<file path="config.mk">
export PLATFORM = sky130hd
export DESIGN_NAME = rand32_requester
export DESIGN_NICKNAME = d
export VERILOG_FILES = /design/src/rtl/rand32_pkg.sv /design/src/rtl/rand32_resp_fifo.sv /design/src/rtl/rand32_requester.sv
export SDC_FILE = /design/constraint.sdc
export NUM_CORES = 1
export LEC_CHECK = 0
export ABC_AREA = 1
export CORE_MARGIN = 2
export CORE_UTILIZATION = 40
export DETAILED_ROUTE_END_ITERATION = 16
export SYNTH_ARGS = -nofsm -noshare
export SYNTH_HDL_FRONTEND = slang
export SYNTH_HIERARCHICAL = 1
export SYNTH_SLANG_ARGS = --single-unit
</file>
<file path="constraint.sdc">
create_clock -name CLK -period 3.1 [get_ports CLK]
set_input_delay 0.465 -clock CLK [delete_from_list [all_inputs] [get_ports CLK]]
set_output_delay 0.465 -clock CLK [all_outputs]
set_load 0.1 [all_outputs]
</file>
<file path="src/rtl/rand32_pkg.sv">
// Shared types and defaults for the rand32 requester.
// State encoding and default sizing constants.
package rand32_pkg;

  typedef enum logic [1:0] {
    IDLE  = 2'd0,
    RUN   = 2'd1,
    DRAIN = 2'd2
  } state_e;

  localparam int DEPTH_DEF = 4;
  localparam int CNTW_DEF  = 16;

endpackage

</file>
<file path="src/rtl/rand32_resp_fifo.sv">
// Response buffer for the rand32 requester.
// Power-of-two circular FIFO with a combinational view of the head word.
module rand32_resp_fifo
  import rand32_pkg::*;
#(
  parameter int DEPTH = DEPTH_DEF
) (
  input  logic                     clk_i,
  input  logic                     rst_ni,
  input  logic                     wr_en_i,
  input  logic [31:0]              wr_data_i,
  input  logic                     rd_en_i,
  output logic [31:0]              rd_data_o,
  output logic                     valid_o,
  output logic [$clog2(DEPTH):0]   count_o
);

  localparam int AW = $clog2(DEPTH);
  localparam logic [AW:0] FULL = (AW+1)'(DEPTH);

  logic [31:0]   mem_q [DEPTH];
  logic [AW-1:0] wptr_q, wptr_d;
  logic [AW-1:0] rptr_q, rptr_d;
  logic [AW:0]   cnt_q, cnt_d;
  logic          wr, rd;

  assign rd = rd_en_i && (cnt_q != '0);
  assign wr = wr_en_i && ((cnt_q != FULL) || rd);

  always_comb begin
    wptr_d = wptr_q;
    rptr_d = rptr_q;
    cnt_d  = cnt_q;
    if (wr) wptr_d = wptr_q + 1'b1;
    if (rd) rptr_d = rptr_q + 1'b1;
    unique case ({wr, rd})
      2'b10:   cnt_d = cnt_q + 1'b1;
      2'b01:   cnt_d = cnt_q - 1'b1;
      default: cnt_d = cnt_q;
    endcase
  end

  always_ff @(posedge clk_i or negedge rst_ni) begin
    if (!rst_ni) begin
      wptr_q <= '0;
      rptr_q <= '0;
      cnt_q  <= '0;
    end else begin
      wptr_q <= wptr_d;
      rptr_q <= rptr_d;
      cnt_q  <= cnt_d;
    end
  end

  // Storage needs no reset; the head is masked while empty.
  always_ff @(posedge clk_i) begin
    if (wr) mem_q[wptr_q] <= wr_data_i;
  end

  assign valid_o   = (cnt_q != '0);
  assign rd_data_o = valid_o ? mem_q[rptr_q] : '0;
  assign count_o   = cnt_q;

endmodule

</file>
<file path="src/rtl/rand32_requester.sv">
// Burst requester for a one-cycle-latency random word generator.
// Credit-limited issue into a response FIFO with running XOR checksum.
module rand32_requester
  import rand32_pkg::*;
#(
  parameter int DEPTH = DEPTH_DEF,
  parameter int CNTW  = CNTW_DEF
) (
  input  logic            CLK,
  input  logic            RESET,
  input  logic            START,
  input  logic [CNTW-1:0] COUNT,
  input  logic            GEN_DONE,
  output logic            REQ_WRITE,
  output logic            REQ_WRITE_VALID,
  input  logic [31:0]     RESP_READ,
  input  logic            RESP_READ_VALID,
  output logic [31:0]     OUT_DATA,
  output logic            OUT_VALID,
  input  logic            DEQ,
  output logic            BUSY,
  output logic            DONE,
  output logic [31:0]     CHECKSUM,
  output logic            ERR
);

  localparam int OW = $clog2(DEPTH) + 1;
  localparam logic [OW:0] CAP = (OW+1)'(DEPTH);

  state_e          state_q, state_d;
  logic [CNTW-1:0] rem_q, rem_d;
  logic            pend_q, pend_d;
  logic [31:0]     csum_q, csum_d;
  logic            err_q, err_d;
  logic            done_q, done_d;

  logic [OW-1:0]   occ;
  logic [OW:0]     need;
  logic            enq, deq_en, req, empty_nx;

  assign enq    = pend_q && RESP_READ_VALID;
  assign deq_en = DEQ && OUT_VALID;

  // Space check ignores a same-cycle pop on purpose.
  assign need = {1'b0, occ} + (OW+1)'(pend_q) + (OW+1)'(1);
  assign req  = (state_q == RUN) && (rem_q != '0)
             && GEN_DONE && (need <= CAP);

  assign empty_nx = (occ == '0)
                 || ((occ == OW'(1)) && deq_en && !enq);

  always_comb begin
    state_d = state_q;
    rem_d   = rem_q;
    pend_d  = req;
    csum_d  = enq ? (csum_q ^ RESP_READ) : csum_q;
    err_d   = err_q | (pend_q ^ RESP_READ_VALID);
    done_d  = 1'b0;
    unique case (state_q)
      IDLE: begin
        if (START) begin
          if (COUNT != '0) begin
            state_d = RUN;
            rem_d   = COUNT;
            csum_d  = '0;
          end else begin
            done_d = 1'b1;
          end
        end
      end
      RUN: begin
        if (req) rem_d = rem_q - 1'b1;
        if ((rem_q == '0) && !pend_q) state_d = DRAIN;
      end
      DRAIN: begin
        if (empty_nx) begin
          state_d = IDLE;
          done_d  = 1'b1;
        end
      end
      default: state_d = IDLE;
    endcase
  end

  always_ff @(posedge CLK or negedge RESET) begin
    if (!RESET) begin
      state_q <= IDLE;
      rem_q   <= '0;
      pend_q  <= 1'b0;
      csum_q  <= '0;
      err_q   <= 1'b0;
      done_q  <= 1'b0;
    end else begin
      state_q <= state_d;
      rem_q   <= rem_d;
      pend_q  <= pend_d;
      csum_q  <= csum_d;
      err_q   <= err_d;
      done_q  <= done_d;
    end
  end

  rand32_resp_fifo #(
    .DEPTH(DEPTH)
  ) u_fifo (
    .clk_i    (CLK),
    .rst_ni   (RESET),
    .wr_en_i  (enq),
    .wr_data_i(RESP_READ),
    .rd_en_i  (deq_en),
    .rd_data_o(OUT_DATA),
    .valid_o  (OUT_VALID),
    .count_o  (occ)
  );

  assign REQ_WRITE       = req;
  assign REQ_WRITE_VALID = req;
  assign BUSY            = (state_q != IDLE);
  assign DONE            = done_q;
  assign CHECKSUM        = csum_q;
  assign ERR             = err_q;

endmodule

</file>
==> metrics.md, run 1 <==
| Metric | Value |
|---|---|
| Status | `completed` |
| Startpoint types | `flip-flop` |
| Syn_area_per_cell | `10.1 µm²` |
| Reg2Reg Depth | `7` |
| Max Fanout on Critical Path | `65` |
| Hold Buf Count CTS | `0` |
| Mapped Cells | `840` |
| Synth warn | `6` |
| Post-layout minimum cycle time | `between 2 and 3 ns` |
| First-pass GRT wire length | `30.0 mm` |
| GP Congestion | `0.777` |
| Max-cap viol count | `0` |
| Setup Fix Bufs, Post-CTS | `0` |
| Mapped Area | `8480 µm²` |
| Adder-cell share of the synthesized area | `1.42%` |
| Final cell count without fillers | `1251` |
| Crit path kind | `reg2out` |
| RSZ-0062 raised after global routing | `false` |
| Critical Path RT | `2.63 ns` |
| Layout cell share with drive strength beyond 1 | `15.6%` |
| Fin. max-slew vios | `0` |
| Rows | `between 50 and 60` |
| Hold/Removal Path Class | `in2async` |
| Die X | `150 µm` |
| PostCTS Resize Cnt | `0` |
| Synth cell types | `33` |
| Reg clk slew, reported paths | `0.07 ns` |
| Worst EP arrival | `2.24 ns` |
| # H-tree levels | `4` |
| CTS Buffer Depth | `2` |
| CP max stage cell | `buf_4` |
| CP Cell Sequence | `buf_4 -> nor2_1 -> nor2_1 -> o21ai_0 -> a21oi_1 -> buf_12` |
| Seq/Total Area, Yosys | `63.1%` |
| Clock skew | `roughly 0.015 ns` |
| Headroom to the max-slew limit | `47.0%` |
| First-pass DRT Iterations | `4` |
| DRT Wirelength | `about 19 mm` |
| Antenna violations before repair | `0` |
| DRC Markers | `0` |
| HPWL Detailed | `12.4 mm` |
| TNS Setup | `0 ns` |
| Gr ovfl total | `0` |
| CP peak stage delay | `~0.56 ns` |
| Vias/cell | `4.79` |
| Mux contribution to synthesized area | `0%` |
| Final setup violation count | `0` |
| Nets | `1025` |
| CP endpoint kind | `primary output` |
| CTS buffer count | `17` |
| #FFs+latches synth | `between 150 and 200` |
| Die area | `~22000 µm²` |
| Pin count of the biggest net entering global routing | `66` |
| Clock root buffer | `clkbuf_16` |
| Post-synthesis xor/xnor area fraction | `roughly 3.6%` |
| Final period utilization | `87.1%` |
| Area fraction in compound gates after synthesis | `7.23%` |
| Post-Synth Simple-Gate Area | `19.6%` |
| Num Clock Sinks | `188` |
| Die height | `150 µm` |
| DR vias | `5991` |
| I/O pins | `between 100 and 150` |
| CTS tree | `done` |
| Gr usage total | `between 15 and 20%` |
| Net Count, Synth | `around 900` |
| Starting Density | `40.6%` |
| Core Footprint | `20900 µm²` |
| Iter 0 DRT Violations | `283` |
| FMAX | `around 370 MHz` |
| Crit path top cell by count | `nor2_1` |
| Worst slew pin tran | `0.796 ns` |
| Routed WL per cell | `around 15 µm` |
| Synthesis-to-finish area growth | `27.6%` |
| Buffers on Ports | `123` |
| Final hold violations | `0` |
| Number of instances in the placed design | `between 1000 and 1500` |
| Post-route ant nets | `0` |
| Combinational family with the most area after synthesis | `simple AND/OR/NAND/NOR gates` |
| Number of global-route vias before repair | `5599` |
| Later-pin clock latency in the skew report | `0.44 ns` |
## layer usage
layer / track usage (%) / routed length, µm
met3: 3.20 / 701
met2: 28.6 / 9130
met4: 6.14 / 255
met5: 0 / 0
met1: 24.4 / 9090
## per-stage QoR
step	worst slack (ns)	hold slack (ns)	utilization, %	area, µm²
after global routing	0.140	0.159	51.8	10800
after detailed placement	0.748	0.460	49.0	10200
after CTS	0.366	0.133	51.8	10800
final	0.399	0.119	51.8	10800
after floorplan	-0.138	0.169	-	8490
after global placement	0.805	0.458	49.0	10200
## cells in the mapped netlist
library cell	count	area (µm²)
nor2_4	1	11.3
xnor2_1	1	8.76
o32ai_1	1	8.76
ha_1	8	100
buf_2	12	60.1
o21ai_1	33	165
buf_4	2	15.0
nand2_2	5	31.3
nor2_2	10	62.6
nand2_1	151	567
inv_1	42	158
buf_8	1	15.0
a21oi_1	38	190
o21ai_0	42	210
o21bai_1	3	22.5
inv_4	1	6.26
fa_1	1	20.0
edfxtp_1	128	3840
nand3_1	26	130
buf_6	10	113
o21ai_4	1	16.3
clkbuf_2	2	10.0
nand3_2	1	10.0
nor2_1	199	747
or2_1	2	12.5
or2_2	2	12.5
clkbuf_1	9	33.8
xor2_1	34	298
nand3b_1	3	22.5
nand4_1	4	25.0
inv_2	4	15.0
dfrtp_1	60	1500
nand2_4	3	33.8
## registers in the layout (all words and copies together) (netlist names)
name	flops
CHECKSUM	32
u_fifo/wptr_q	2
u_fifo/mem_q	128
state_q	2
u_fifo/rptr_q	2
ERR	1
DONE	1
rem_q	16
u_fifo/count_o	3
pend_q	1
## placed cells by master (no fill, tap or decap), types with 2 or more instances in the layout
cell type / n
o21bai_1: 3
or2_2: 2
buf_4: 49
nand4_1: 4
nor2_4: 5
dfrtp_1: 59
nand2_2: 5
or2_1: 2
o21ai_1: 33
inv_6: 3
nand2_1: 151
nand3_1: 26
ha_1: 7
nand2_4: 3
edfxtp_1: 128
nor2_1: 195
inv_8: 4
clkdlybuf4s50_1: 52
clkbuf_16: 17
o21ai_0: 42
clkinv_4: 4
buf_12: 37
inv_2: 4
a21oi_1: 38
nor2_2: 10
nand3b_1: 3
inv_1: 42
xor2_1: 34
## critical path, delay by kind of cell (launching register included)
kind | cells | cell delay [ns]
buffers and inverters | 2 | 0.79
AOI/OAI and AO/OA | 2 | 0.43
and+or+nand+nor | 2 | 0.21
DFF | 1 | 0.36
## final timing paths
path	startpoint	to	slack, ns
setup / recovery	u_fifo/rptr_q[0]$_DFFE_PN0N_	OUT_DATA[16]	0.40
hold / removal	RESET	CHECKSUM[8]$_DFF_PN0_	0.12
setup reg to reg	u_fifo/count_o[0]$_DFFE_PN0P_	u_fifo/mem_q[0][17]$_DFFE_PP_	1.06
hold reg to reg	ERR$_DFF_PN0_	ERR$_DFF_PN0_	0.48
max in group asynchronous	RESET	u_fifo/wptr_q[0]$_DFFE_PN0P_	2.30
min in group CLK	ERR$_DFF_PN0_	ERR$_DFF_PN0_	0.48
## final cells by class
class                           instances  area (µm²)
Clock buffer                           18         439
Tap cell                              275         344
Clock inverter                         14         131
Antenna cell                            1        2.50
Sequential cell                       188        5350
Multi-Input combinational cell        569        2740
Timing Repair Buffer                  139        1630
Inverter                               47         179
Fill cell                            1871       10100
## cell families after synthesis
kind of cell / after synthesis
adders and majority gates: 9
DFF: 188
xor gates and xnor gates: 35
buffers and inverters: 83
and+or+nand+nor: 407
AOI/OAI and AO/OA: 118
Power of run 1 is left out: the tool's default activity adds up to more than one toggle a clock period on the data nets, which glitch-free logic cannot reach.
==> run 2: changes to the inputs <==
--- a/config.mk
+++ b/config.mk
@@ -8,6 +8,7 @@
 export ABC_AREA = 1
 export CORE_MARGIN = 2
 export CORE_UTILIZATION = 40
+export CTS_CLUSTER_DIAMETER = 50
 export DETAILED_ROUTE_END_ITERATION = 16
 export SYNTH_ARGS = -nofsm -noshare
 export SYNTH_HDL_FRONTEND = slang
==> constraint.sdc (replaced) <==
create_clock -name CLK -period 3.1 [get_ports CLK]
set_input_delay 0.465 -clock CLK [delete_from_list [all_inputs] [get_ports CLK]]
set_output_delay 0.465 -clock CLK [all_outputs]
set_load 0.005 [all_outputs]
==> run 2 against run 1 <==
Compared with the run above: sequential share of layout area rose by 1.1 points; critical path type unchanged; die area did not move; global-route usage rose by 0.051 points; non-clock buffer count fell by 1; first-iteration DRC count rose by 22%; cell count fell by 0.16%; critical endpoint is now REQ_WRITE; highest routed layer unchanged; wire length rose by 0.82%; clock-buffer cell count fell by 1; clock skew rose by 0.00054 ns; sequential cell count did not move; register-to-register slack got worse by 0.04 ns.
==> metrics.md, run 2 (synthesis results as in run 1) <==
| Metric | Value |
|---|---|
| Pin count of the biggest net entering global routing | `51` |
| CP peak stage delay | `~0.50 ns` |
| CTS tree | `done` |
| DRC Markers | `0` |
| Leakage power | `4.12 nW` |
| HPWL Detailed | `12.0 mm` |
| Max VDD drop | `approximately 400 µV` |
| Die area | `22400 µm²` |
| Antenna violations before repair | `0` |
| Die X | `between 100 and 150 µm` |
| Fin. max-slew vios | `0` |
| Clock root buffer | `clkbuf_16` |
| Number of flip-flops in the largest register | `about 130` |
| Crit. path cell count | `12` |
| Post-route ant nets | `0` |
| Die height | `150 µm` |
| GP Congestion | `0.807` |
| First-pass DRT Iterations | `5` |
| Place WS | `0.725 ns` |
| Starting Density | `40.6%` |
| CTS buffer count | `17` |
| Setup crit end | `REQ_WRITE` |
| WP buf/inv | `6` |
| Most frequent cells in the layout | `nor2_1, nand2_1, edfxtp_1` |
| Critical Path RT | `between 2 and 3 ns` |
| Total Power | `10.1 mW` |
| DRT Wirelength | `19.3 mm` |
| Status | `completed` |
| PostCTS Resize Cnt | `0` |
| Reg clk slew, reported paths | `0.07 ns` |
| Worst EP arrival | `2.33 ns` |
| Layout Utilization | `50.7%` |
| Nets | `just over 1000` |
| Max-cap viol count | `0` |
| Crit path top cell by count | `inv_1` |
| Setup Fix Bufs, Post-CTS | `0` |
| Iter 0 DRT Violations | `345` |
| CP Cell Sequence | `inv_1 -> ha_1 -> inv_1 -> ha_1 -> inv_1 -> nand2_1 -> nand2_1 -> nand2_1 -> inv_1 -> nand2_2 -> inv_1 -> clkdlybuf4s50_1` |
| # H-tree levels | `4` |
| Layout cell share with drive strength beyond 1 | `8.21%` |
| Later-pin clock latency in the skew report | `0.43 ns` |
| # diodes | `0` |
| Largest Register | `u_fifo/mem_q` |
| Startpoint types | `flip-flop` |
| Vias/cell | `4.79` |
| RSZ-0062 raised after global routing | `false` |
| Pwr dens | `957 nW/µm²` |
| Worst r2r src | `u_fifo/count_o[2]$_DFFE_PN0P_` |
| Hold Buf Count CTS | `0` |
| Num Clock Sinks | `188` |
| CP endpoint kind | `primary output` |
| Gr ovfl total | `0` |
| Most common cell after layout, fill and taps aside | `nor2_1` |
| Worst slew pin tran | `0.777 ns` |
| Crit path launch | `u_fifo/count_o[0]$_DFFE_PN0P_` |
| WHS | `0.103 ns` |
| Gr usage total | `17.9%` |
| Synthesis-to-finish area growth | `24.9%` |
| FF-to-FF End | `u_fifo/mem_q[0][15]$_DFFE_PP_` |
| Headroom to the max-slew limit | `48.2%` |
| Final hold violations | `0` |
| Max Fanout on Critical Path | `5` |
| Buffers on Ports | `about 120` |
| Reg2Reg Depth | `7` |
| Fin worst setup slack | `0.304 ns` |
| Number of global-route vias before repair | `5672` |
| TNS Setup | `0 ns` |
| Hold/Removal Path Class | `in2async` |
| Post-layout minimum cycle time | `2.80 ns` |
| Crit path kind | `reg2out` |
| Core Footprint | `20900 µm²` |
| First-pass GRT wire length | `30.6 mm` |
| Final setup violation count | `0` |
| R2R setup slack | `between 1 and 1.5 ns` |
| CTS Buffer Depth | `2` |
| Final period utilization | `between 90 and 100%` |
| Cell family with most CP delay | `buffers and inverters` |
| I/O pins | `between 100 and 150` |
| FMAX | `358 MHz` |
| DR vias | `5988` |
| CP max stage cell | `clkdlybuf4s50_1` |
| Routed WL per cell | `between 15 and 20 µm` |
| Rows | `between 50 and 60` |
| Clock skew | `0.0155 ns` |
==> run 2: cell type report <==
class                   instances  area [µm²]
clock buffers                  17         425
clock inverters                15         164
fillers                      1916       10300
inverters                      47         179
multi-input cells             569        2740
flip-flops and latches        188        5350
well taps                     275         344
repair buffers                138        1390
==> run 2: worst min-delay path by stage <==
stage	endpoint	start	slack (ns)	cells after the start
after floorplan	CHECKSUM[0]$_DFF_PN0_	RESET	0.17	0
after global placement	ERR$_DFF_PN0_	ERR$_DFF_PN0_	0.45	1
after detailed placement	ERR$_DFF_PN0_	ERR$_DFF_PN0_	0.45	1
after CTS	CHECKSUM[8]$_DFF_PN0_	RESET	0.12	1
after global routing	CHECKSUM[8]$_DFF_PN0_	RESET	0.15	1
final	CHECKSUM[8]$_DFF_PN0_	RESET	0.10	1
==> run 2: routing by layer <==
layer	vias up	wire length [µm]	GRT usage (%)	part of all wire (%)
met5	-	0	0	0
met4	0	170	4.43	0.88
met3	12	835	3.26	4.3
met2	135	9360	29.8	48
met1	2837	8960	24.2	46
li1	3004	-	-	-
==> run 2: power breakdown <==
group / switching, mW / internal, mW
Combinational: 2.46 / 2.02
Clock: 0.972 / 1.20
Sequential: 0.308 / 3.16
Total: 3.74 / 6.39
==> run 2: per-stage QoR <==
step | cell area, µm² | instances
floorplan | 8480 | 840
global placement | 10000 | 1217
detailed placement | 10000 | 1217
CTS | 10600 | 1249
global route | 10600 | 1249
finish | 10600 | 1249
Note: power is estimated with default switching activity, not from simulation.
==> run 3: changes to the inputs <==
==> constraint.sdc (replaced) <==
create_clock -name CLK -period 2.9 [get_ports CLK]
set_input_delay 0.435 -clock CLK [delete_from_list [all_inputs] [get_ports CLK]]
set_output_delay 0.435 -clock CLK [all_outputs]
set_load 0.005 [all_outputs]
==> run 3 against run 2 <==
Compared with the run above: the run now ends with hold timing left; core utilization grew 0.19 points; hold slack got worse by 0.11 ns; sequential share of layout area fell by 0.19 points; cell area increased by 0.38%; combinational power rose by 8.3%; via count rose by 0.92%; sequential power is 6.9% higher; cell count up 0.72%; wire length increased by 0.41%; first-iteration DRC count up 23%; clock power is 7% higher; critical path depth is 5 lower; critical path type unchanged.
==> metrics.md, run 3 (synthesis results as in run 1) <==
| Metric | Value |
|---|---|
| Headroom to the max-slew limit | `61.3%` |
| Die X | `150 µm` |
| TNS Setup | `0 ns` |
| Max-cap viol count | `0` |
| FMAX | `about 360 MHz` |
| Fin. max-slew vios | `0` |
| Crit. path cell count | `7` |
| Pin count of the biggest net entering global routing | `49` |
| Number of instances in the placed design | `about 1200` |
| Hold Buf Count CTS | `0` |
| I/O pins | `124` |
| Status | `complete, but fails checks` |
| CP Cell Sequence | `buf_4 -> nor2_1 -> nand2_2 -> inv_1 -> buf_4 -> a21oi_1 -> clkdlybuf4s50_1` |
| Final hold violations | `4` |
| Most common cell after layout, fill and taps aside | `nor2_1` |
| Worst slew pin tran | `0.580 ns` |
| Reg2Reg Depth | `8` |
| CTS buffer count | `17` |
| Die height | `150 µm` |
| Post-layout minimum cycle time | `2.78 ns` |
| Hold/Removal Path Class | `in2async` |
| Clock skew | `0.0165 ns` |
| Grt peak-use layer | `met2` |
| Most frequent cells in the layout | `nor2_1, nand2_1, edfxtp_1` |
| DR vias | `6043` |
| Post-route cell area | `10600 µm²` |
| Placed Area | `~10000 µm²` |
| Num Clock Sinks | `188` |
| Met1 GRT Util | `23.0%` |
| Worst r2r src | `u_fifo/count_o[0]$_DFFE_PN0P_` |
| Max Fanout on Critical Path | `19` |
| Core Footprint | `approximately 21000 µm²` |
| Leakage power | `4.18 nW` |
| Synthesis-to-finish area growth | `25.4%` |
| Crit path top cell by count | `buf_4` |
| Number of global-route vias before repair | `~5700` |
| Number of flip-flops in the largest register | `roughly 130` |
| Layout cell share with drive strength beyond 1 | `between 9 and 10%` |
| Die area | `22400 µm²` |
| Max VDD drop | `just over 500 µV` |
| FF-to-FF End | `u_fifo/mem_q[3][30]$_DFFE_PP_` |
| # H-tree levels | `4` |
| Multi-input gate area in the final layout | `2740 µm²` |
| DRT Wirelength | `19.4 mm` |
| Starting Density | `40.6%` |
| Reg clk slew, reported paths | `around 0.070 ns` |
| Routed WL per cell | `about 15 µm` |
| Total Power | `10.9 mW` |
| GP Congestion | `about 0.76` |
| Register Area | `5350 µm²` |
| Routing usage on met2 | `30.3%` |
| Gr ovfl total | `0` |
| Crit path kind | `reg2out` |
| M3 GR Usage | `3.54%` |
| R2R setup slack | `0.79 ns` |
| CP endpoint kind | `primary output` |
| Final cell count without fillers | `1258` |
| Clock root buffer | `clkbuf_16` |
| # diodes | `0` |
| Rows | `53` |
| Final setup violation count | `0` |
| Vias/cell | `4.80` |
| First-pass GRT wire length | `30.5 mm` |
| CP max stage cell | `clkdlybuf4s50_1` |
| Largest Register | `u_fifo/mem_q` |
| Failing checks | `hold timing` |
| Setup Fix Bufs, Post-CTS | `0` |
| Fillers | `1923` |
| Buffers on Ports | `123` |
| Cell family with most CP delay | `buffers and inverters` |
| Gr usage total | `17.9%` |
| Antenna violations before repair | `0` |
| CP peak stage delay | `around 0.49 ns` |
| Layout Utilization | `50.9%` |
| PostCTS Resize Cnt | `0` |
| Worst EP arrival | `2.35 ns` |
| Nets | `1033` |
| CTS tree | `done` |
| DRC Markers | `0` |
| Critical Path RT | `2.47 ns` |
| Post-route ant nets | `0` |
| WP buf/inv | `4` |
| Final period utilization | `96.0%` |
| HPWL Detailed | `between 10 and 15 mm` |
| Pwr dens | `a little over 1000 nW/µm²` |
| CTS Buffer Depth | `2` |
| Later-pin clock latency in the skew report | `between 0.4 and 0.5 ns` |
| First-pass DRT Iterations | `4` |
| Iter 0 DRT Violations | `about 430` |
| WHS | `-0.00863 ns` |
| Startpoint types | `flip-flop` |
run 3: cell types whose count changed in the layout (fill, tap and decap cells not counted), moves of 2 or more:
| cell | previous run | this run |
|---|---|---|
| buf_4 | 11 | 23 |
| buf_12 | 4 | 1 |
| clkbuf_8 | 0 | 3 |
| clkinvlp_4 | 4 | 1 |
| clkbuf_1 | 0 | 2 |
| clkinv_1 | 2 | 0 |
run 3: power by group:
| group | total (mW) | leakage [nW] | switching (mW) | internal [mW] |
|---|---|---|---|---|
| clock | 2.33 | 0.293 | 1.01 | 1.32 |
| combinational | 4.85 | 1.98 | 2.66 | 2.19 |
| sequential | 3.71 | 1.91 | 0.322 | 3.38 |
| total | 10.9 | 4.18 | 3.99 | 6.89 |
run 3: layer usage:
metal	up-vias	routed length, µm
met1	2887	8870
met3	16	855
met4	0	256
li1	3019	-
met5	-	0
met2	121	9430
run 3: per-stage QoR:
| stage | worst slack (ns) | hold WS, ns |
|---|---|---|
| 2_1_floorplan | 0.161 | 0.139 |
| 3_3_place_gp | 0.591 | 0.463 |
| 3_5_place_dp | 0.582 | 0.466 |
| 4_1_cts | 0.101 | 0.00156 |
| 5_1_grt | -0.0334 | 0.0181 |
| 6_report | 0.116 | -0.00863 |
run 3: worst max path at each step:
| stage | slack, ns | end | from |
|---|---|---|---|
| after floorplan | 0.16 | u_fifo/mem_q[0][0]$_DFFE_PP_ | u_fifo/count_o[2]$_DFFE_PN0P_ |
| after global placement | 0.59 | REQ_WRITE | GEN_DONE |
| after CTS | 0.10 | REQ_WRITE | u_fifo/count_o[0]$_DFFE_PN0P_ |
| final | 0.12 | OUT_DATA[5] | u_fifo/count_o[0]$_DFFE_PN0P_ |
| after global routing | -0.03 | REQ_WRITE | pend_q$_DFF_PN0_ |
| after detailed placement | 0.58 | REQ_WRITE | u_fifo/count_o[0]$_DFFE_PN0P_ |
run 3: final cells by class:
| type | instances | area share [%] |
|---|---|---|
| clock buffer | 23 | 4.70 |
| tap | 275 | 3.24 |
| inverter | 47 | 1.68 |
| clock inverter | 9 | 0.942 |
| sequential | 188 | 50.3 |
| multi-input combinational | 569 | 25.8 |
| timing repair buffer | 147 | 13.4 |
